$ cat src/rtl/parking_gate_arbiter.sv
// parking_gate_arbiter
//   Controller for the single-lane barrier shared by the entry and exit
//   sensor paths. It grants the lane to one direction at a time, refuses
//   entry when the lot is full, holds the barrier open until the matching
//   pass pulse arrives or the open timer expires, then keeps the barrier
//   closed for a clearance period. It owns the authoritative occupancy count.
//
// Ports
//   clk        system clock, rising edge
//   rst        synchronous active-high reset
//   req_in     level, car waiting at the entry sensor
//   req_out    level, car waiting at the exit sensor
//   pass_in    1-cycle pulse, car completed entry
//   pass_out   1-cycle pulse, car completed exit
//   gate_open  barrier raised
//   grant_in   lane granted to entry
//   grant_out  lane granted to exit
//   count      cars currently inside
//   full       count == CAPACITY
//   empty      count == 0
//   timeout    1-cycle pulse, grant expired without a pass
//   violation  1-cycle pulse, pass pulse outside the matching grant
//
// state     | meaning
// ----------+--------------------------------------------------------
// IDLE      | barrier closed, arbitrating eligible requests
// GRANT_IN  | barrier open for entry, waiting for pass_in or timeout
// GRANT_OUT | barrier open for exit, waiting for pass_out or timeout
// HOLD      | barrier closed for the clearance time, requests ignored

module parking_gate_arbiter #(
  parameter int CAPACITY    = 7,
  parameter int CNT_W       = 3,
  parameter int OPEN_CYCLES = 24000000,
  parameter int HOLD_CYCLES = 6000000,
  parameter int TMR_W       = 25
) (
  input  logic             clk,
  input  logic             rst,
  input  logic             req_in,
  input  logic             req_out,
  input  logic             pass_in,
  input  logic             pass_out,
  output logic             gate_open,
  output logic             grant_in,
  output logic             grant_out,
  output logic [CNT_W-1:0] count,
  output logic             full,
  output logic             empty,
  output logic             timeout,
  output logic             violation
);

  typedef enum logic [1:0] {
    S_IDLE,
    S_GRANT_IN,
    S_GRANT_OUT,
    S_HOLD
  } state_t;

  // The timer counts down from (N-1) to 0, so the terminal compare is
  // against zero and a phase lasts exactly N cycles.
  localparam logic [TMR_W-1:0] OPEN_LOAD = TMR_W'(OPEN_CYCLES - 1);
  localparam logic [TMR_W-1:0] HOLD_LOAD = TMR_W'(HOLD_CYCLES - 1);
  localparam logic [CNT_W-1:0] CAP       = CNT_W'(CAPACITY);

  state_t             state_q, state_d;
  logic [CNT_W-1:0]   count_q, count_d;
  logic [TMR_W-1:0]   timer_q, timer_d;
  logic               last_in_q, last_in_d;   // 1: entry was served last
  logic               timeout_q, timeout_d;
  logic               violation_q, violation_d;
  logic               gate_q, grant_in_q, grant_out_q;

  logic               full_w, empty_w;
  logic               elig_in, elig_out;
  logic               inc, dec;

  assign full_w   = (count_q == CAP);
  assign empty_w  = (count_q == '0);
  assign elig_in  = req_in && !full_w;
  assign elig_out = req_out && !empty_w;

  always_comb begin
    state_d     = state_q;
    count_d     = count_q;
    timer_d     = timer_q;
    last_in_d   = last_in_q;
    timeout_d   = 1'b0;
    violation_d = 1'b0;
    inc         = 1'b0;
    dec         = 1'b0;

    case (state_q)
      S_IDLE: begin
        violation_d = pass_in | pass_out;
        // On a tie the direction not served last wins.
        if (elig_in && (!elig_out || !last_in_q)) begin
          state_d   = S_GRANT_IN;
          timer_d   = OPEN_LOAD;
          last_in_d = 1'b1;
        end else if (elig_out) begin
          state_d   = S_GRANT_OUT;
          timer_d   = OPEN_LOAD;
          last_in_d = 1'b0;
        end
      end

      S_GRANT_IN: begin
        violation_d = pass_out;
        // A pass on the final open cycle wins over the timeout.
        if (pass_in) begin
          inc     = 1'b1;
          state_d = S_HOLD;
          timer_d = HOLD_LOAD;
        end else if (timer_q == '0) begin
          timeout_d = 1'b1;
          state_d   = S_HOLD;
          timer_d   = HOLD_LOAD;
        end else begin
          timer_d = timer_q - 1'b1;
        end
      end

      S_GRANT_OUT: begin
        violation_d = pass_in;
        if (pass_out) begin
          dec     = 1'b1;
          state_d = S_HOLD;
          timer_d = HOLD_LOAD;
        end else if (timer_q == '0) begin
          timeout_d = 1'b1;
          state_d   = S_HOLD;
          timer_d   = HOLD_LOAD;
        end else begin
          timer_d = timer_q - 1'b1;
        end
      end

      S_HOLD: begin
        violation_d = pass_in | pass_out;
        if (timer_q == '0) begin
          state_d = S_IDLE;
        end else begin
          timer_d = timer_q - 1'b1;
        end
      end

      default: state_d = S_IDLE;
    endcase

    if (inc) count_d = count_q + 1'b1;
    if (dec) count_d = count_q - 1'b1;
  end

  always_ff @(posedge clk) begin
    if (rst) begin
      state_q     <= S_IDLE;
      count_q     <= '0;
      timer_q     <= '0;
      last_in_q   <= 1'b0;
      timeout_q   <= 1'b0;
      violation_q <= 1'b0;
      gate_q      <= 1'b0;
      grant_in_q  <= 1'b0;
      grant_out_q <= 1'b0;
    end else begin
      state_q     <= state_d;
      count_q     <= count_d;
      timer_q     <= timer_d;
      last_in_q   <= last_in_d;
      timeout_q   <= timeout_d;
      violation_q <= violation_d;
      grant_in_q  <= (state_d == S_GRANT_IN);
      grant_out_q <= (state_d == S_GRANT_OUT);
      gate_q      <= (state_d == S_GRANT_IN) || (state_d == S_GRANT_OUT);
    end
  end

  // Arbitration must make these impossible; a hit means the eligibility
  // gating is broken.
  always_ff @(posedge clk) begin
    if (!rst) begin
      assert (!(inc && full_w));
      assert (!(dec && empty_w));
    end
  end

  assign gate_open = gate_q;
  assign grant_in  = grant_in_q;
  assign grant_out = grant_out_q;
  assign count     = count_q;
  assign full      = full_w;
  assign empty     = empty_w;
  assign timeout   = timeout_q;
  assign violation = violation_q;

endmodule

$ cat config.mk
export PLATFORM = sky130hd
export DESIGN_NAME = parking_gate_arbiter
export DESIGN_NICKNAME = d
export VERILOG_FILES = /design/src/rtl/parking_gate_arbiter.sv
export SDC_FILE = /design/constraint.sdc
export NUM_CORES = 1
export LEC_CHECK = 0
export CORE_MARGIN = 2
export CORE_UTILIZATION = 63
export DETAILED_ROUTE_END_ITERATION = 12
export PLACE_DENSITY = 0.89
export SLEW_MARGIN = 0
export SYNTH_ARGS = -nofsm -noshare
export SYNTH_HDL_FRONTEND = slang
export SYNTH_SLANG_ARGS = --single-unit
$ cat constraint.sdc
create_clock -name clk -period 4.38 [get_ports clk]
set_clock_uncertainty 0.1 [all_clocks]
set_input_delay 0.876 -clock clk [delete_from_list [all_inputs] [get_ports clk]]
set_output_delay 0.876 -clock clk [all_outputs]
set_load 0.01 [all_outputs]
Yosys cells after proc, flatten, opt, wreduce, memory -nomap -nowiden
Index checks and enable logic that the tools add are counted.
{"block": "classes", "n_eq_ne": 8, "multipliers": 0, "shifts": 0, "n_reduce_logical": 17, "mux": 27, "order_cmp": 0, "n_div": 0, "add_sub_neg": 3, "bitwise": 1}
{"op": "$mux 25", "n": 6}
{"op": "$pmux 25 s4", "n": 1}
{"op": "$logic_not 25->1", "n": 1}
{"op": "$sub 25x1->25 const B", "n": 1}
{"op": "$mux 2", "n": 6}
{"op": "$mux 1", "n": 9}
{"op": "$pmux 2 s4", "n": 1}
{"op": "$eq 2x2->1 const B", "n": 3}
{"op": "$mux 3", "n": 2}
{"op": "$eq 2x1->1 const B", "n": 2}
{"op": "$logic_not 1->1", "n": 4}
{"op": "$reduce_and 2->1", "n": 2}
{"op": "$reduce_bool 2->1", "n": 2}
{"op": "$add 3x1->3 const B", "n": 1}
{"op": "$eq 3x3->1 const B", "n": 1}
{"op": "$logic_and 1x1->1", "n": 3}
{"op": "$logic_not 3->1", "n": 1}
{"op": "$ne 3x3->1 const B", "n": 1}
{"op": "$pmux 1 s3", "n": 1}
{"op": "$sub 3x1->3 const B", "n": 1}
{"op": "$logic_not 2->1", "n": 1}
{"op": "$logic_or 1x1->1", "n": 2}
{"op": "$ne 2x2->1 const B", "n": 1}
{"op": "$pmux 1 s2", "n": 1}
{"op": "2 further kinds", "n": 2}
{"block": "word_totals", "mem_bits_rw": 0, "input_bits": 6, "wordCells": 65, "register_bits": 36, "output_inout_bits": 10, "romBits": 0, "latch_bits": 0, "n_memories": 0}

Longest topological paths before layout
{"block": "depth", "depth_word": 10, "ltp_mapped": 11, "ltp_nobuf": 10}

Worst setup path after synthesis
No wires, ideal clock.
{"block": "synth_timing", "kind": "input to register", "startpoint": "input pass_out", "endpoint": "register gate_q (netlist: gate_open)", "path_buffers": 0, "setup_time_ns": 0.066, "path_stages": 7, "path_slack_ns": 2.010, "arrival_time_ns": 2.203, "required_ns": 4.214, "path_cell_list": "and2_1 -> a41o_1 -> or4_1 -> o211ai_1 -> inv_1 -> ha_1 -> nor2_1"}
{"block": "synth_via", "elab_chain_len": 4, "elab_cells_between_ends": 5, "cone_classes": "eq/ne (2); mux (2); reduce/logical (1)"}
{"item": "start, declared", "line_no": "43", "rtl": "input logic pass_out,"}
{"item": "$mux 2 (*)", "line_no": "127", "rtl": "if (pass_out) begin"}
{"item": "$pmux 2 s4 (*)", "line_no": "94", "rtl": "case (state_q)"}
{"item": "net state_d[0]", "line_no": "67", "rtl": "state_t state_q, state_d;"}
{"item": "$eq 2x1->1 / $eq 2x2->1 (equally long branches)", "line_no": "176", "rtl": "gate_q <= (state_d == S_GRANT_IN) || (state_d == S_GRANT_OUT);"}
{"item": "$logic_or 1x1->1 (*)", "line_no": "176"}
{"item": "end signal, assigned", "line_no": "176"}
{"item": "end, declared", "line_no": "73", "rtl": "logic gate_q, grant_in_q, grant_out_q;"}
The timed path passes the listed nets; every way through them passes the cells marked *.
A chain may end at the register's enable or synchronous reset.

Final worst setup path
{"block": "layout_timing", "startpoint": "register timer_q[0]", "endpoint": "register timer_q[15]"}
{"block": "layout_via", "elab_chain_len": 4, "elab_cells_between_ends": 9, "cone_classes": "add/sub (1); eq/ne (1); mux (5); reduce/logical (2)"}
{"item": "start, declared", "line_no": "69", "rtl": "logic [TMR_W-1:0] timer_q, timer_d;"}
{"item": "start signal, assigned", "line_no": "170", "rtl": "timer_q <= timer_d;"}
{"item": "$sub 25x1->25 / $logic_not 25->1 (equally long branches)"}
{"item": "$mux 25", "line_no": "116, 131"}
{"item": "$mux 25 (on tied branches)", "line_no": "127, 112"}
{"item": "$pmux 25 s4", "line_no": "94"}
Parallel ways exist; a longest one is shown, timed or not. The select of a mux whose other input is x is not followed.

==> impl_metrics.toml <==
[clock_network]
numCtsBuffers = 5
htreeDepth = 2
postCtsResizedCells = 0
cts_tree = "yes"
clock_path_buffers = 2
clkTransAtPathRegs_ps = 100
cts_sinks = 36
post_cts_buffers = 0
clk_latency_ps = 340
cts_hold_buf = 0
root_buffer = "clkbuf_4"

[status]
status = "completed"

[global_route]
grt_pass1_wl_mm = 9.19
grt_max_degree = 17
grt_pass1_vias = 2019
grt_use_total_pct = 29.1
gr-total-overflow = 0
antenna_found_initial = 0

[floorplanning]
num_rows = 21
die-width_um = 62.9
core_um2 = 3340
io_pins = 16
floorplan.initialDensity_pct = 65.4
die_area_um2 = 3950
die_h_um = 62.9

[cells_and_area]
fillCellCount = 276
layout.nets = 303
layout_commonest_cell = "dfxtp_1"
final_cell_mix = "36 x dfxtp_1, 31 x nor2_1, 23 x nand2_1"
fin_util_pct = 73.0
drive_gt1_share_pct = 6.60
areaGrowthSynthToFinish_pct = 11.6
antenna_cells = 0
final_cells = 334

[sta]
finalCritPeriodShare_pct = 63.9
rsz0062_at_grt = "no"
finalSetupViolCount = 0
min_period_ps = 2800
tightest_slew_ps = 990
worst_slew_margin_rel_pct = 34.0
hold_viol_final = 0
drv_slew = 0
fin_tns_setup_ps = 0
fmax_ghz = 0.358
holdWs_ps = 390

[detailed_routing]
ant_nets = 0
vias = 2186
via_per_inst = 6.54
dr.pass1.iters = 5
wl_per_cell_um = 16.2
drtIter0Drc = 187
post-route-drc-count = 0
drt-total-wl_mm = 5.40

[power_and_ir_drop]
p_leak_nw = 0.967
ir_drop_uv = 430
power.total_mw = 1.89
p_per_area_nw_per_um2 = 774
power.switching_mw = 0.909
pwr-share-comb_pct = 58.6
power_frac_clock_pct = 10.5
p_int_mw = 0.976
seqPwrFrac_pct = 30.9
switching_share_pct = 48.2

[synth]
synth_cell_types = 53
synth-edff-count = 0
synth_cells = 274
yosys_register_bits = 36
synthFlopType = "dfxtp_1"
synth_warnings = 0
yosysSeqAreaShare_pct = 33.0
async_reset_ff_share_pct = 0
netlist_area_um2 = 2180
post_synth.cell_area_avg_um2 = 7.97
synth.net_count = 289

[placed_design]
hpwlAfterDp_mm = 3.84
gp_congestion = 0.941
io_buffers = 15
placed_cells = 327

[setup_path]
r2r_slack_ps = 1580
cp-end-kind = "flop"
path_class = "flop to flop"
path_max_fanout = 13
crit_arrival_ps = 2990
worst-r2r-cell-count = 8
r2r_start = "timer_q[0]"
start_kind = "flop"
cp.required_ps = 4580
r2r_end = "timer_q[15]"

[job]
max_cap_viol_count = 0

[worst_hold_path]
hold_path_depth = 1
min_from = "timer_q[24]"
hp-class = "flop to flop"
min_delay_worst_endpoint = "timer_q[24]"
[stage by stage]
stage / cell area, um2 / setup slack [ps]
2_1_floorplan: 2180 / 2010
3_3_place_gp: 2370 / 1460
3_5_place_dp: 2370 / 1410
4_1_cts: 2440 / 1650
5_1_grt: 2440 / 1390
6_report: 2440 / 1580
[synthesized netlist by cell type, types with 4 or more instances]
library cell | number | area share [%]
a211oi_1 | 7 | 2.4
a21oi_1 | 18 | 4.1
a311oi_1 | 9 | 3.6
clkbuf_1 | 7 | 1.2
dfxtp_1 | 36 | 33
ha_1 | 8 | 4.6
inv_1 | 17 | 2.9
nand2_1 | 23 | 4.0
nand3_1 | 7 | 1.6
nand4_1 | 5 | 1.4
nor2_1 | 31 | 5.3
nor2b_1 | 4 | 1.1
nor3_1 | 10 | 2.3
nor4_1 | 6 | 1.7
o21ai_0 | 11 | 2.5
or3_1 | 4 | 1.1
or4_1 | 5 | 1.7
xor2_1 | 5 | 2.0
[logic make-up after synthesis]
group           share of synthesized area (%)
simple gates                             27.8
compound gates                           25.0
flops                                    33.0
buf+inv                                  5.50
fa+ha+maj                                5.50
xor+xnor                                 3.21
[state kept, by name, indices dropped and copies added (netlist names)]
| signal | cells |
|---|---|
| count | 3 |
| last_in_q | 1 |
| timeout | 1 |
| timer_q | 25 |
| gate_open | 1 |
| state_q | 2 |
| grant_out | 1 |
| violation | 1 |
| grant_in | 1 |
[power groups by stage]
stage / Sequential, mW / Clock [mW] / Combinational [mW]
finish: 0.583 / 0.198 / 1.10
global route: 0.601 / 0.220 / 1.23
CTS: 0.577 / 0.203 / 1.08
detailed placement: 0.584 / 0 / 1.08
global placement: 0.579 / 0 / 1.05
floorplan: 0.563 / 0 / 0.813
[metal layers]
metal  track usage [%]  vias up  part of all wire [%]
met5                 0        -                     0
met4              15.3        0                   2.4
met3              6.67       20                   8.1
met2              44.9      118                    47
met1              37.7     1012                    43
li1                  -     1036                     -
[area by class of cell]
type	count	area [um2]	share of cell area (%)
Clock buffer	7	65.1	2.67
Inverter	17	63.8	2.62
Multi-Input combinational cell	209	1350	55.4
Sequential cell	36	721	29.6
Tap cell	46	57.6	2.36
Timing Repair Buffer	19	180	7.40
[worst max path at each step]
| stage | from | endpoint | slack [ps] | depth (start not counted) |
|---|---|---|---|---|
| 6_report | timer_q[0] | timer_q[15] | 1580 | 8 |
| 5_1_grt | timer_q[0] | timer_q[15] | 1390 | 8 |
| 4_1_cts | timer_q[0] | timer_q[15] | 1650 | 8 |
| 3_5_place_dp | pass_out | gate_open | 1410 | 8 |
| 3_3_place_gp | pass_out | gate_open | 1460 | 8 |
| 2_1_floorplan | pass_out | gate_open | 2010 | 7 |
[worst max-delay path: stages (launching register included)]
cell and delay, ps:
dfxtp_1 370, inv_1 90, ha_1 200, nor4b_1 170, and4_1 240, a21oi_1 790, nor3b_1 480, a21o_1 190
a22o_1 110
No activity file was read; power rests on OpenSTA's default activity.
